[src/rtl/imm_decode_stage.sv]
// Immediate decode for RV32I/RV64I with operand-B select, held in a 2-entry valid/ready buffer.
// Latency 1 cycle (accept edge -> out_valid); in_ready is registered-only, so it drops while full even if out_ready is high.
module imm_decode_stage #(
    parameter int XLEN = 32
) (
    input  logic            clk,
    input  logic            rst_n,
    input  logic            flush,
    input  logic            in_valid,
    output logic            in_ready,
    input  logic [31:0]     in_instr,
    input  logic [XLEN-1:0] in_rs2,
    input  logic            in_alu_src,
    output logic            out_valid,
    input  logic            out_ready,
    output logic [XLEN-1:0] out_imm,
    output logic [XLEN-1:0] out_operand_b,
    output logic [2:0]      out_fmt,
    output logic            out_illegal
);
    localparam logic [2:0] FMT_R   = 3'd0;
    localparam logic [2:0] FMT_I   = 3'd1;
    localparam logic [2:0] FMT_S   = 3'd2;
    localparam logic [2:0] FMT_B   = 3'd3;
    localparam logic [2:0] FMT_U   = 3'd4;
    localparam logic [2:0] FMT_J   = 3'd5;
    localparam logic [2:0] FMT_ILL = 3'd7;

    logic [6:0]      opcode;
    logic [2:0]      funct3;
    logic [31:0]     imm32;
    logic [2:0]      dec_fmt;
    logic            dec_ill;
    logic [XLEN-1:0] dec_imm;
    logic [XLEN-1:0] dec_opb;

    assign opcode = in_instr[6:0];
    assign funct3 = in_instr[14:12];

    // Every format fits in 32 bits; widening to XLEN is a single sign extension below.
    always_comb begin
        imm32   = '0;
        dec_fmt = FMT_R;
        dec_ill = 1'b0;
        case (opcode)
            7'b0010011, 7'b0000011, 7'b1100111, 7'b1110011: begin
                dec_fmt = FMT_I;
                imm32   = {{20{in_instr[31]}}, in_instr[31:20]};
                if (opcode == 7'b0010011 && (funct3 == 3'b001 || funct3 == 3'b101)) begin
                    if (XLEN == 64) begin
                        imm32 = {26'd0, in_instr[25:20]};
                    end else if (in_instr[25]) begin
                        imm32   = '0;
                        dec_ill = 1'b1;
                    end else begin
                        imm32 = {27'd0, in_instr[24:20]};
                    end
                end
            end
            7'b0100011: begin
                dec_fmt = FMT_S;
                imm32   = {{20{in_instr[31]}}, in_instr[31:25], in_instr[11:7]};
            end
            7'b1100011: begin
                dec_fmt = FMT_B;
                imm32   = {{19{in_instr[31]}}, in_instr[31], in_instr[7],
                           in_instr[30:25], in_instr[11:8], 1'b0};
            end
            7'b0110111, 7'b0010111: begin
                dec_fmt = FMT_U;
                imm32   = {in_instr[31:12], 12'd0};
            end
            7'b1101111: begin
                dec_fmt = FMT_J;
                imm32   = {{11{in_instr[31]}}, in_instr[31], in_instr[19:12],
                           in_instr[20], in_instr[30:21], 1'b0};
            end
            7'b0110011: begin
                dec_fmt = FMT_R;
            end
            default: begin
                dec_fmt = FMT_ILL;
                dec_ill = 1'b1;
            end
        endcase
    end

    assign dec_imm = XLEN'($signed(imm32));
    assign dec_opb = in_alu_src ? dec_imm : in_rs2;

    logic [XLEN-1:0] imm_q [2];
    logic [XLEN-1:0] opb_q [2];
    logic [2:0]      fmt_q [2];
    logic            ill_q [2];
    logic [1:0]      count_q, count_d;
    logic            wr_ptr_q, wr_ptr_d;
    logic            rd_ptr_q, rd_ptr_d;
    logic            push, pop;

    assign in_ready  = (count_q != 2'd2);
    assign out_valid = (count_q != 2'd0);
    assign push      = in_valid && in_ready;
    assign pop       = out_valid && out_ready;

    always_comb begin
        count_d  = count_q;
        wr_ptr_d = wr_ptr_q;
        rd_ptr_d = rd_ptr_q;
        if (flush) begin
            count_d  = 2'd0;
            wr_ptr_d = 1'b0;
            rd_ptr_d = 1'b0;
        end else begin
            if (push) wr_ptr_d = ~wr_ptr_q;
            if (pop)  rd_ptr_d = ~rd_ptr_q;
            case ({push, pop})
                2'b10:   count_d = count_q + 2'd1;
                2'b01:   count_d = count_q - 2'd1;
                default: count_d = count_q;
            endcase
        end
    end

    always_ff @(posedge clk or negedge rst_n) begin
        if (!rst_n) begin
            count_q  <= 2'd0;
            wr_ptr_q <= 1'b0;
            rd_ptr_q <= 1'b0;
            for (int i = 0; i < 2; i++) begin
                imm_q[i] <= '0;
                opb_q[i] <= '0;
                fmt_q[i] <= FMT_R;
                ill_q[i] <= 1'b0;
            end
        end else begin
            count_q  <= count_d;
            wr_ptr_q <= wr_ptr_d;
            rd_ptr_q <= rd_ptr_d;
            if (push && !flush) begin
                imm_q[wr_ptr_q] <= dec_imm;
                opb_q[wr_ptr_q] <= dec_opb;
                fmt_q[wr_ptr_q] <= dec_fmt;
                ill_q[wr_ptr_q] <= dec_ill;
            end
        end
    end

    assign out_imm       = imm_q[rd_ptr_q];
    assign out_operand_b = opb_q[rd_ptr_q];
    assign out_fmt       = fmt_q[rd_ptr_q];
    assign out_illegal   = ill_q[rd_ptr_q];
endmodule
[config.mk]
export PLATFORM = sky130hd
export DESIGN_NAME = imm_decode_stage
export DESIGN_NICKNAME = d
export VERILOG_FILES = /design/src/rtl/imm_decode_stage.sv
export SDC_FILE = /design/constraint.sdc
export NUM_CORES = 1
export LEC_CHECK = 0
export ABC_AREA = 1
export BUFFER_PORTS_ARGS = -buffer_cell sky130_fd_sc_hd__buf_2
export CAP_MARGIN = 15
export CORE_ASPECT_RATIO = 2
export CORE_MARGIN = 3
export CORE_UTILIZATION = 51
export DETAILED_ROUTE_END_ITERATION = 6
export PLACE_DENSITY_LB_ADDON = 0.15
export SYNTH_ARGS = -nofsm -noshare
export SYNTH_HDL_FRONTEND = slang
export SYNTH_SLANG_ARGS = --single-unit
[constraint.sdc]
create_clock -name clk -period 1.7 [get_ports clk]
set_clock_uncertainty 0.2 [all_clocks]
set_input_delay 0.17 -clock clk [delete_from_list [all_inputs] [get_ports clk]]
set_output_delay 0.17 -clock clk [all_outputs]
set_load 0.02 [all_outputs]
# Yosys cells after proc, flatten, opt, wreduce, memory -nomap -nowiden
# Cells that the tools add are included.
[op_classes]
n_bitwise = 4
addsub = 2
muxes = 36
reduce_logical = 14
eq_ne = 15
order_cmp = 3
[op_table]
columns = ["op", "n"]
rows = [
  ["2-to-1 mux 32 bit", 9],
  ["one-hot mux 32 bit (5 select lines)", 1],
  ["bitwise mux 64 bit", 2],
  ["demux 32 bit (select 1 bit)", 1],
  ["== test 7 bit (second input constant)", 4],
  ["== test 7 x 6 -> 1 bit (second input constant)", 3],
  ["one-hot mux 3 bit (6 select lines)", 1],
  ["== test 7 x 5 -> 1 bit (second input constant)", 2],
  ["2-to-1 mux 3 bit", 4],
  ["2-to-1 mux 1 bit", 10],
  ["== test 7 x 2 -> 1 bit (second input constant)", 1],
  ["bitwise mux 6 bit", 1],
  ["nonzero test 2 bit", 3],
  ["OR reduction 6 bit", 1],
  ["logical AND 1 bit", 5],
  ["2-to-1 mux 5 bit", 1],
  ["greater-or-equal comparator 2 bit (second input constant)", 2],
  ["NOT 1 -> 2 bit", 2],
  ["one-hot mux 2 bit (2 select lines)", 1],
  ["OR reduction 4 bit", 1],
  ["demux 3 bit (select 1 bit)", 1],
  ["== test 3 x 1 -> 1 bit (second input constant)", 1],
  ["== test 3 bit (second input constant)", 1],
  ["nonzero test 3 bit", 1],
  ["14 further kinds", 15],
]
[word_totals]
regBits = 140
inputBits = 70
elab_cells = 85
out_inout_bits = 70

# Logic depth before layout (Yosys ltp)
# Gate-level depths: netlist of run 1.
[depth]
word_depth = 7
depth_mapped = 10
ltp_nobuf = 10

# Least setup slack after synthesis of run 1
# Ideal clock, no wire load.
[synth_timing]
kind = "flip-flop to flip-flop"
from = "reg count_q[1]"
to = "reg opb_q[21] in the netlist's numbering"
arrival_time_ns = 1.352
required_ns = 1.383
n_path_buf = 2
slack_ns = 0.030
setup_time_ns = 0.117
stages_incl_launch_ff = 9
period_less_slack_ns = 1.670
path_cell_list = "dfrtp_1 nand2_2 nand2_2 nor3_4 inv_2 buf_2 buf_2 nand2_1 nand2_1"
[synth_via]
elab_chain_cells = 3
[synth_rtl]
columns = ["element", "line", "text"]
rows = [
  ["start: declaration", "95", "logic [1:0] count_q, count_d;"],
  ["start signal: assignment", "136", "count_q <= count_d;"],
  ["!= test 2 bit", "100", "assign in_ready = (count_q != 2'd2);"],
  ["named net in_ready", "10", "output logic in_ready,"],
  ["logical AND 1 bit", "102", "assign push = in_valid && in_ready;"],
  ["logical AND 1 bit", "139", "if (push && !flush) begin"],
  ["end signal: indexed assignment", "141", "opb_q[wr_ptr_q] <= dec_opb;"],
  ["end: declaration", "92", "logic [XLEN-1:0] opb_q [2];"],
]
# The timed path passes the listed nets, and every way through them passes these cells.
# A chain may end at the register's enable or synchronous reset.

# Final worst setup path of run 1
[layout_timing]
from = "reg rd_ptr_q"
to = "out out_imm[4]"
[layout_via]
elab_chain_cells = 4
[layout_rtl]
columns = ["element", "line", "text"]
rows = [
  ["start: declaration", "97", "logic rd_ptr_q, rd_ptr_d;"],
  ["start signal: assignment", "138", "rd_ptr_q <= rd_ptr_d;"],
  ["NOT 1 -> 2 bit (implied by the code)", "148", "assign out_imm = imm_q[rd_ptr_q];"],
  ["2-to-1 mux 32 bit (implied by the code) (3 in series)", "148", ""],
  ["end: declaration", "16", "output logic [XLEN-1:0] out_imm,"],
]
# No other way between the ends. The select of a mux whose other input is x is not followed.

==> impl_results.md, run 1 <==
* Average wire per cell in the routed design at 18.34 um
* Netlist area before placement at 7614 um^2
* Maximum buffer depth of the clock tree at 2
* Reg2reg setup slack at 0.04 ns
* Grt met2 use at 53.08%
* Most Crowded Layer GR: met2
* Switching component of the power at 0.005751 W
* Aggregate routed wire length at between 20 and 30 mm
* Leading area contributor after synthesis: sky130_fd_sc_hd__dfrtp_1
* Post-route DRC at 0
* Post-layout min period at 1.918 ns
* Total GRT Usage at between 30% and 40%
* Number of vias per cell at 5.646
* Global-route wire length before repair at 39.52 mm
* Number of top-level pins at 140
* Number of max-cap violations at 0
* Total die area at approximately 17000 um^2
* Smallest setup slack after layout at -0.2182 ns
* CTS tree: built
* Setup violations, final at 68
* Maximum VDD drop at 0.0009147 V
* Count of mapped cells out of synthesis at between 1000 and 1500
* Cell variety after synth at 26
* Largest net degree at the start of global routing at 65
* Part of the cycle the worst path needs at 112.8%
* Outcome: complete, but fails checks
* Combinational fraction of design power at 41.4%
* Proportion of layout cells with a drive suffix above 1 at between 20% and 30%
* Most instantiated flip-flop cell in the synthesis netlist: sky130_fd_sc_hd__dfrtp_1
* Worst Tran Pin Value at ~0.43 ns
* Post-Layout Inst Area at about 11000 um^2
* Number of nets in the layout at 1379
* Met3 layer usage reported by global route at under 10%
* Startpoint-to-endpoint class of the critical path: reg2out
* Area share of the largest cell type after synthesis at 46.01%
* Avg Inst Size Synth at 7.024 um^2
* RSZ-0062 raised after global routing: true
* Site row count at 62
* Synth-to-layout area growth at 47.35%
* Clock share of power at 24.8%
* Share of flip-flops with an asynchronous set or reset after synthesis at 100.0%
* Via count of the routed design at 8543
* Worst slew margin at ~71%
* Required time at the endpoint of the critical path at between 1 and 1.5 ns
* Core ar. at roughly 15000 um^2
* Root cell of the clock tree: sky130_fd_sc_hd__clkbuf_16
* HPWL after detailed placement at about 15 mm
* Number of global-route vias before repair at 8056
* Final ANT Viol Nets at 0
* Count of clock tree sinks at 140
* Most instantiated library cell after synthesis: sky130_fd_sc_hd__nand2_1
* Final Hold Viols at 0
* Max Clock Freq at 521.3 MHz
* Sequential cell area fraction in the yosys report at 46.01%
* TritonCTS buffer count at 17
* Failing checks: setup timing
* Leading cell types by total area after synthesis: sky130_fd_sc_hd__dfrtp_1 46%, sky130_fd_sc_hd__nand2_1 25%, sky130_fd_sc_hd__nand3_1 11%
* Final global-route overflow total at 0
* Leading cell types by count after synthesis: 501 x sky130_fd_sc_hd__nand2_1, 166 x sky130_fd_sc_hd__nand3_1, 140 x sky130_fd_sc_hd__dfrtp_1, 67 x sky130_fd_sc_hd__nor2_1, 37 x sky130_fd_sc_hd__clkbuf_1
* Number of diodes at 0
* Setup crit start kind: flop
* Switching power as a share of total power at between 30% and 40%
* #FFs+latches synth at 140
* Crit Path Max Fanout at 8
* GPL Wtd Cong at 0.9000
* Pleak at slightly above 6 nW
* Count of input and output buffers at 139
* Starting density of the core at 52.48%
* H-tree lvl count at 4
* Overall die height at 178.8 um
* Sum of negative setup slack at -11.41 ns
* Number of max-slew violations in the final report at 0
* Path type of the worst min-delay path: in2reg
* Data arrival, critical path at 1.55 ns
* Number of optimization iterations in the first detailed-route pass at 7
* Post-Place Cell Area at approximately 9000 um^2
* Internal power summed over all cells at 0.009742 W
* Count of routing violations after the opening detailed-route iteration at 727
* EDFF count, synth at 0
* GR Layer Usage met1 at 36.68%
* Post-Syn Nets at 1154
* Power per cell area at 1381 nW/um^2
* Kind of end point of the critical path: primary output
* Antenna violations before repair at 0
* Skew-Pair Late Insertion Delay at 0.43 ns
* Worst slack at placement at -0.1332 ns
* Die width at 92.40 um
* Worst hold margin at 0.006917 ns
* Sequential share of power at 33.9%
* Total of warnings raised by yosys at 0
* Clock Pin Slew Worst Setup and Hold Paths at 0.06 ns
[layer usage]
| metal | vias up | share of wire, % |
|---|---|---|
| li1 | 3900 | - |
| met1 | 4103 | 37 |
| met2 | 429 | 51 |
| met3 | 111 | 6.6 |
| met4 | 0 | 5.3 |
| met5 | - | 0 |
[cell type report]
class / count / area, um^2
multi-input cells: 842 / 3933
fillers: 1089 / 3288
flip-flops and latches: 140 / 3505
inverters: 34 / 145.1
clock inverters: 11 / 142.6
well taps: 192 / 240.2
clock buffers: 20 / 456.7
repair buffers: 274 / 2796
[repair_timing]
item	in CTS	in global routing
hold endpoints to repair	228	0
hold buffers	55	0
gates cloned	3	16
resized for setup	120	122
endpoints found under the setup margin	99	204
setup buffers	4	6
pin swaps	4	22
[metrics by stage]
stage | std cells | util (%) | power, W
2_1_floorplan | 1084 | - | 0.008001
3_3_place_gp | 1402 | 61.39 | 0.009643
3_5_place_dp | 1402 | 61.39 | 0.009745
4_1_cts | 1495 | 72.74 | 0.01447
5_1_grt | 1513 | 77.33 | 0.01628
6_report | 1513 | 77.33 | 0.01549
[cells in the final DEF (no fill, tap or decap), types with 4 or more instances in the layout]
cell type and n:
sky130_fd_sc_hd__or2_2 32, sky130_fd_sc_hd__dlygate4sd3_1 55, sky130_fd_sc_hd__nand2_1 438, sky130_fd_sc_hd__nand2_4 14, sky130_fd_sc_hd__buf_12 24, sky130_fd_sc_hd__o21ai_0 16, sky130_fd_sc_hd__buf_2 75, sky130_fd_sc_hd__nand2_2 54
sky130_fd_sc_hd__clkinv_2 4, sky130_fd_sc_hd__a31oi_1 26, sky130_fd_sc_hd__dfrtp_1 139, sky130_fd_sc_hd__nand3_1 166, sky130_fd_sc_hd__clkbuf_16 27, sky130_fd_sc_hd__nor2_1 67, sky130_fd_sc_hd__o21ai_1 9, sky130_fd_sc_hd__buf_6 67
sky130_fd_sc_hd__inv_1 28, sky130_fd_sc_hd__nand3_2 5, sky130_fd_sc_hd__buf_4 38
[flip-flops by register name (all words and copies together) (netlist names)]
| signal | flops |
|---|---|
| ill_q | 2 |
| wr_ptr_q | 1 |
| opb_q | 64 |
| fmt_q | 6 |
| count_q | 2 |
| imm_q | 64 |
| rd_ptr_q | 1 |
[worst paths after layout]
check / from / end / depth (start not counted)
max: rd_ptr_q$_DFFE_PN0P_ / out_imm[4] / 4
min: in_instr[18] / imm_q[18]$_DFFE_PN0P_ / 5
max reg2reg: count_q[0]$_DFFE_PN0P_ / opb_q[12]$_DFFE_PN0P_ / 9
min reg2reg: opb_q[63]$_DFFE_PN0P_ / opb_q[63]$_DFFE_PN0P_ / 2
max in group asynchronous: rst_n / imm_q[53]$_DFFE_PN0P_ / 3
min in group asynchronous: rst_n / count_q[0]$_DFFE_PN0P_ / 2
[worst max-delay path: stages, from the launching register on]
cell and delay [ns]:
sky130_fd_sc_hd__dfrtp_2 0.46, sky130_fd_sc_hd__buf_12 0.18, sky130_fd_sc_hd__clkbuf_16 0.18, sky130_fd_sc_hd__o21ai_4 0.15, sky130_fd_sc_hd__buf_6 0.14
[logic make-up after synthesis]
group | after synthesis | synth area share, %
AOI/OAI and AO/OA | 58 | 4.273
xor gates and xnor gates | 1 | 0.1151
buffers and inverters | 102 | 5.801
DFF | 140 | 46.01
and+or+nand+nor | 783 | 43.80
[power groups by stage]
stage                     clock (W)  combinational [W]  sequential (W)
after floorplan                   0            0.00301         0.00500
after global placement            0            0.00452         0.00512
after detailed placement          0            0.00459         0.00515
after CTS                   0.00385            0.00549         0.00512
after global routing        0.00399            0.00692         0.00537
final                       0.00384            0.00641         0.00525
Power figures use the tool's default switching activity.
==> run 2, diff against run 1 <==
--- a/config.mk
+++ b/config.mk
@@ -10,7 +10,8 @@
 export CAP_MARGIN = 15
 export CORE_ASPECT_RATIO = 2
 export CORE_MARGIN = 3
-export CORE_UTILIZATION = 51
+export CORE_UTILIZATION = 52
+export CTS_BUF_LIST = sky130_fd_sc_hd__clkbuf_4
 export DETAILED_ROUTE_END_ITERATION = 6
 export PLACE_DENSITY_LB_ADDON = 0.15
 export SYNTH_ARGS = -nofsm -noshare
==> impl_results.md, run 2 (same netlist as run 1, synthesis figures left out) <==
* Antenna violations before repair at 1
* Number of nets in the layout at between 1000 and 1500
* Setup violations, final at 68
* Global-route wire length before repair at approximately 40 mm
* Largest net degree at the start of global routing at 53
* Starting density of the core at 53.05%
* TritonCTS buffer count at 17
* Die width at 91.56 um
* Buffers plus inverters on the worst setup path at 3
* Worst Tran Pin Value at 0.4243 ns
* GPL Wtd Cong at 0.8793
* Average wire per cell in the routed design at 17.84 um
* Cell count of the worst reg-to-reg path at 7
* Synth-to-layout area growth at 45.88%
* Hold path cells at 5
* Cell family with most CP delay: flip-flops
* Number of vias per cell at approximately 5.6
* Post-Layout Inst Area at 11110 um^2
* Required time at the endpoint of the critical path at 1.33 ns
* Path type of the worst min-delay path: in2reg
* Post-route DRC at 0
* CTS tree: built
* H-tree lvl count at 4
* Number of top-level pins at 140
* Largest stage delay, worst path at 0.49 ns
* Most frequent cells in the layout: 429 x sky130_fd_sc_hd__nand2_1, 166 x sky130_fd_sc_hd__nand3_1, 139 x sky130_fd_sc_hd__dfrtp_1
* Via count of the routed design at 8485
* Number of optimization iterations in the first detailed-route pass at 6
* Post-layout min period at ~2 ns
* Standard cell with the maximum stage delay on the critical path: sky130_fd_sc_hd__dfrtp_2
* Number of global-route vias before repair at approximately 8200
* Clock Pin Slew Worst Setup and Hold Paths at roughly 0.12 ns
* Most common cell after layout, fill and taps aside: sky130_fd_sc_hd__nand2_1
* Sum of negative setup slack at -21.41 ns
* Min-delay src: in_instr[6]
* Data arrival, critical path at 1.68 ns
* Count of filler cells inserted in the layout at 1008
* Site row count at 62
* Total die area at 16220 um^2
* Number of max-cap violations at 0
* Start of the worst register-to-register path: count_q[1]$_DFFE_PN0P_
* Skew-Pair Late Insertion Delay at 0.56 ns
* Number of max-slew violations in the final report at 0
* Overall die height at between 150 and 200 um
* Aggregate routed wire length at between 20 and 30 mm
* Count of input and output buffers at 139
* HPWL after detailed placement at around 15 mm
* Maximum VDD drop at 0.0007412 V
* RSZ-0062 raised after global routing: true
* Count of routing violations after the opening detailed-route iteration at 603
* Fin util at 77.39%
* Crit Path Max Fanout at 9
* Kind of end point of the critical path: primary output
* Smallest setup slack after layout at -0.3518 ns
* Reg2reg setup slack at 0 ns
* Final Hold Viols at 2
* Total GRT Usage at between 30% and 40%
* Footprint of the multi-input gates at a little under 4000 um^2
* Proportion of layout cells with a drive suffix above 1 at 29.01%
* Part of the cycle the worst path needs at 120.7%
* Core ar. at 14350 um^2
* Startpoint-to-endpoint class of the critical path: reg2out
* Leading registers by flop count: imm_q x64, opb_q x64, fmt_q x6
* Critical path, cell by cell: buf_12, clkbuf_16, o21ai_4, buf_6
* Endpoint of the worst hold path: fmt_q[3]$_DFFE_PN0P_
* Worst slack at placement at -0.03138 ns
* Pleak at 5.965 nW
* Worst slew margin at 71.62%
* Count of clock tree sinks at 140
* Setup crit start kind: flop
* Final ANT Viol Nets at 0
* Area of all sequential standard cells at 3505 um^2
* Failing checks: hold timing, setup timing
* Power per cell area at 1310 nW/um^2
* Outcome: complete, but fails checks
* Max Clock Freq at 487.4 MHz
* Post-Place Cell Area at between 8000 and 9000 um^2
* Root cell of the clock tree: sky130_fd_sc_hd__clkbuf_4
* Final global-route overflow total at 0
* Maximum buffer depth of the clock tree at 2
* Destination of the worst register-to-register timing path: opb_q[23]$_DFFE_PN0P_
* Worst hold margin at -0.02581 ns
==> run 2: cell types whose count changed in the layout (fill, tap and decap cells not counted), sizes merged <==
cell	change
clkinv	-1
clkinvlp	-2
dlygate4sd3	+13
clkbuf	-2
bufinv	+4
buf	+1
diode	+1
==> run 2: area by class of cell <==
cell class	instances	area share, %
sequential	140	31.55
antenna	1	0.02253
tap	192	2.163
clock buffer	20	1.352
multi-input combinational	842	35.70
inverter	34	1.239
clock inverter	12	2.163
timing repair buffer	286	25.81
==> run 2: worst max-delay path by stage <==
| stage | end | startpoint | cells past startpoint |
|---|---|---|---|
| finish | out_imm[31] | rd_ptr_q$_DFFE_PN0P_ | 4 |
| global placement | opb_q[33]$_DFFE_PN0P_ | in_instr[1] | 9 |
| detailed placement | opb_q[4]$_DFFE_PN0P_ | in_instr[1] | 9 |
| global route | out_operand_b[12] | rd_ptr_q$_DFFE_PN0P_ | 5 |
| floorplan | opb_q[21]$_DFFE_PN0P_ | count_q[1]$_DFFE_PN0P_ | 8 |
| CTS | out_imm[3] | rd_ptr_q$_DFFE_PN0P_ | 4 |
==> run 2: through the flow <==
stage                     std cells  hold WS [ns]  power (W)
after floorplan                1084       -0.3256   0.008001
after global placement         1402       -0.1444   0.009599
after detailed placement       1402       -0.1447   0.009714
after CTS                      1515       0.05796    0.01357
after global routing           1527       0.01018    0.01532
final                          1527      -0.02581    0.01455
==> run 2: per-layer routing <==
metal	up-vias	GRT usage (%)	wire length (um)
li1	3921	-	-
met1	4030	35.89	9672
met2	413	55.18	14250
met3	121	5.447	1789
met4	0	16.37	1534
met5	-	0	0
==> run 2: repair_timing <==
action / in CTS / in global routing
setup endpoints to repair: 82 / 200
gates resized for setup: 127 / 125
hold buffers: 72 / 0
pin swaps: 2 / 7
cloned: 3 / 9
buffers inserted: 6 / 7
endpoints found under the hold margin: 270 / 0
==> run 2: where the power goes <==
part           switching, W  total [W]  leakage [nW]  internal (W)
Sequential         0.000765    0.00524          1.80       0.00448
Combinational       0.00355    0.00640          3.96       0.00286
Clock               0.00125    0.00291         0.207       0.00166
Total               0.00556     0.0146          5.96       0.00899
==> run 2: worst reg2reg max path: cells and delay by family (launching register included) <==
family,cells,cell delay (ns)
buffers and inverters,2,0.44
DFF,1,0.45
and+or+nand+nor,5,0.57
==> run 3, diff against run 2 <==
--- a/config.mk
+++ b/config.mk
@@ -14,6 +14,7 @@
 export CTS_BUF_LIST = sky130_fd_sc_hd__clkbuf_4
 export DETAILED_ROUTE_END_ITERATION = 6
 export PLACE_DENSITY_LB_ADDON = 0.15
+export SKIP_CTS_REPAIR_TIMING = 1
 export SYNTH_ARGS = -nofsm -noshare
 export SYNTH_HDL_FRONTEND = slang
 export SYNTH_SLANG_ARGS = --single-unit
==> impl_results.md, run 3 (same netlist as run 1, synthesis figures left out) <==
* Outcome: complete, but fails checks
* Failing checks: hold timing, setup timing
* Synth-to-layout area growth at 56.25%
* Sum of negative setup slack at -37.00 ns
* Post-layout min period at 2.213 ns
* Worst Tran Pin Value at 0.4342 ns
* Critical path, cell by cell: inv_8, buf_12, nand2_1, nand2_2, buf_4
* Buffers plus inverters on the worst setup path at 3
* Destination of the worst register-to-register timing path: imm_q[24]$_DFFE_PN0P_
* Number of max-slew violations in the final report at 0
* Crit Path Max Fanout at 9
* Leading registers by flop count: imm_q x64, opb_q x64, fmt_q x6
* Smallest setup slack after layout at -0.5126 ns
* Setup violations, final at 199
* Power per cell area at 1275 nW/um^2
* Cell count of the worst reg-to-reg path at 8
* Total die area at 16220 um^2
* Overall die height at 177.1 um
* Proportion of layout cells with a drive suffix above 1 at between 30% and 40%
* Final Hold Viols at 2
* Required time at the endpoint of the critical path at 1.33 ns
* Final ANT Viol Nets at 0
* Maximum VDD drop at about 0.00088 V
* Tot Pwr at 0.01517 W
* Number of nets in the layout at 1412
* Cell family with most CP delay: flip-flops
* Largest net degree at the start of global routing at 53
* Post-route DRC at 0
* HPWL after detailed placement at 15.50 mm
* Starting density of the core at 53.05%
* Largest stage delay, worst path at 0.54 ns
* Worst hold margin at -0.01335 ns
* Site row count at 62
* Data arrival, critical path at 1.84 ns
* Path type of the worst min-delay path: in2reg
* Standard cell with the maximum stage delay on the critical path: sky130_fd_sc_hd__dfrtp_2
* Setup crit start kind: flop
* Root cell of the clock tree: sky130_fd_sc_hd__clkbuf_4
* Maximum buffer depth of the clock tree at 2
* Hold path cells at 5
* Reg2reg setup slack at -0.25 ns
* Number of vias per cell at between 6 and 7
* Total stage count of the critical path at 5
* Max Clock Freq at about 450 MHz
* Startpoint-to-endpoint class of the critical path: reg2out
* TritonCTS buffer count at 17
* Core ar. at 14350 um^2
* Worst setup path endpoint: out_imm[12]
* Pleak at approximately 6.3 nW
* Number of global-route vias before repair at 7381
* Global-route wire length before repair at ~36 mm
* Die width at between 90 and 100 um
* Count of input and output buffers at 139
* GPL Wtd Cong at around 0.9
* Average wire per cell in the routed design at 21.22 um
* Aggregate routed wire length at 32.85 mm
* Most frequent cells in the layout: 442 x sky130_fd_sc_hd__nand2_1, 139 x sky130_fd_sc_hd__dfrtp_1, 122 x sky130_fd_sc_hd__nand3_1
* Via count of the routed design at 9330
* Worst slack at placement at -0.03138 ns
* Antenna violations before repair at 1
* H-tree lvl count at 4
* Start of the worst register-to-register path: count_q[1]$_DFFE_PN0P_
* Worst slew margin at 70.95%
* Most common cell after layout, fill and taps aside: sky130_fd_sc_hd__nand2_1
* Total GRT Usage at 28.04%
* CP Launch Point: rd_ptr_q$_DFFE_PN0P_
* Count of routing violations after the opening detailed-route iteration at ~1200
* Number of top-level pins at 140
* Part of the cycle the worst path needs at 130.2%
* Kind of end point of the critical path: primary output
* Skew-Pair Late Insertion Delay at roughly 0.57 ns
* Count of clock tree sinks at between 100 and 150
* Number of max-cap violations at 0
* CTS tree: built
* Number of optimization iterations in the first detailed-route pass at 6
* Clock Pin Slew Worst Setup and Hold Paths at 0.12 ns
* Final global-route overflow total at 0
* RSZ-0062 raised after global routing: true
[run 3: changes by cell type in the layout (fill, tap and decap cells not counted), sizes merged]
cell	before	now
dlygate4sd3	68	64
inv	35	36
buf	210	219
clkbuf	28	44
clkinv	4	3
[run 3: through the flow]
step,std cells,instance area [um^2],util (%)
after floorplan,1084,7614,-
after global placement,1402,8894,61.97
after detailed placement,1402,8894,61.97
after CTS,1434,9284,64.69
after global routing,1548,11900,82.89
final,1548,11900,82.89
[run 3: worst min path at each step]
stage,from,end,slack [ns]
2_1_floorplan,rst_n,count_q[0]$_DFFE_PN0P_,-0.33
3_3_place_gp,rst_n,imm_q[9]$_DFFE_PN0P_,-0.14
3_5_place_dp,rst_n,imm_q[39]$_DFFE_PN0P_,-0.14
4_1_cts,rst_n,imm_q[39]$_DFFE_PN0P_,-0.76
5_1_grt,in_instr[6],fmt_q[0]$_DFFE_PN0P_,-0.01
6_report,in_instr[6],fmt_q[3]$_DFFE_PN0P_,-0.01
[run 3: layer usage]
layer | share of wire, % | GRT usage [%] | vias up
met5 | 0 | 0 | -
met4 | 9.8 | 12.41 | 0
met3 | 10 | 5.191 | 268
met2 | 47 | 49.25 | 736
met1 | 32 | 32.99 | 4335
li1 | - | - | 3991
[run 3: layout make-up]
type,count,area [um^2]
Timing Repair Buffer,307,3264
Fill cell,817,2455
Multi-Input combinational cell,842,4349
Sequential cell,140,3505
Clock buffer,20,150.1
Antenna cell,1,2.502
Tap cell,192,240.2
Inverter,34,145.1
Clock inverter,12,240.2
[run 3: worst register-to-register path, cell delays in order (launching register included)]
cell and delay, ns:
sky130_fd_sc_hd__dfrtp_1 0.45, sky130_fd_sc_hd__nand2_4 0.11, sky130_fd_sc_hd__nand2_4 0.08, sky130_fd_sc_hd__nor3_4 0.28
sky130_fd_sc_hd__buf_12 0.19, sky130_fd_sc_hd__buf_12 0.13, sky130_fd_sc_hd__clkbuf_16 0.18, sky130_fd_sc_hd__nor2_2 0.05
sky130_fd_sc_hd__a31oi_1 0.20
[run 3: power breakdown]
part           internal (W)  switching [W]
Clock               0.00166        0.00129
Combinational       0.00303        0.00389
Sequential          0.00448       0.000824
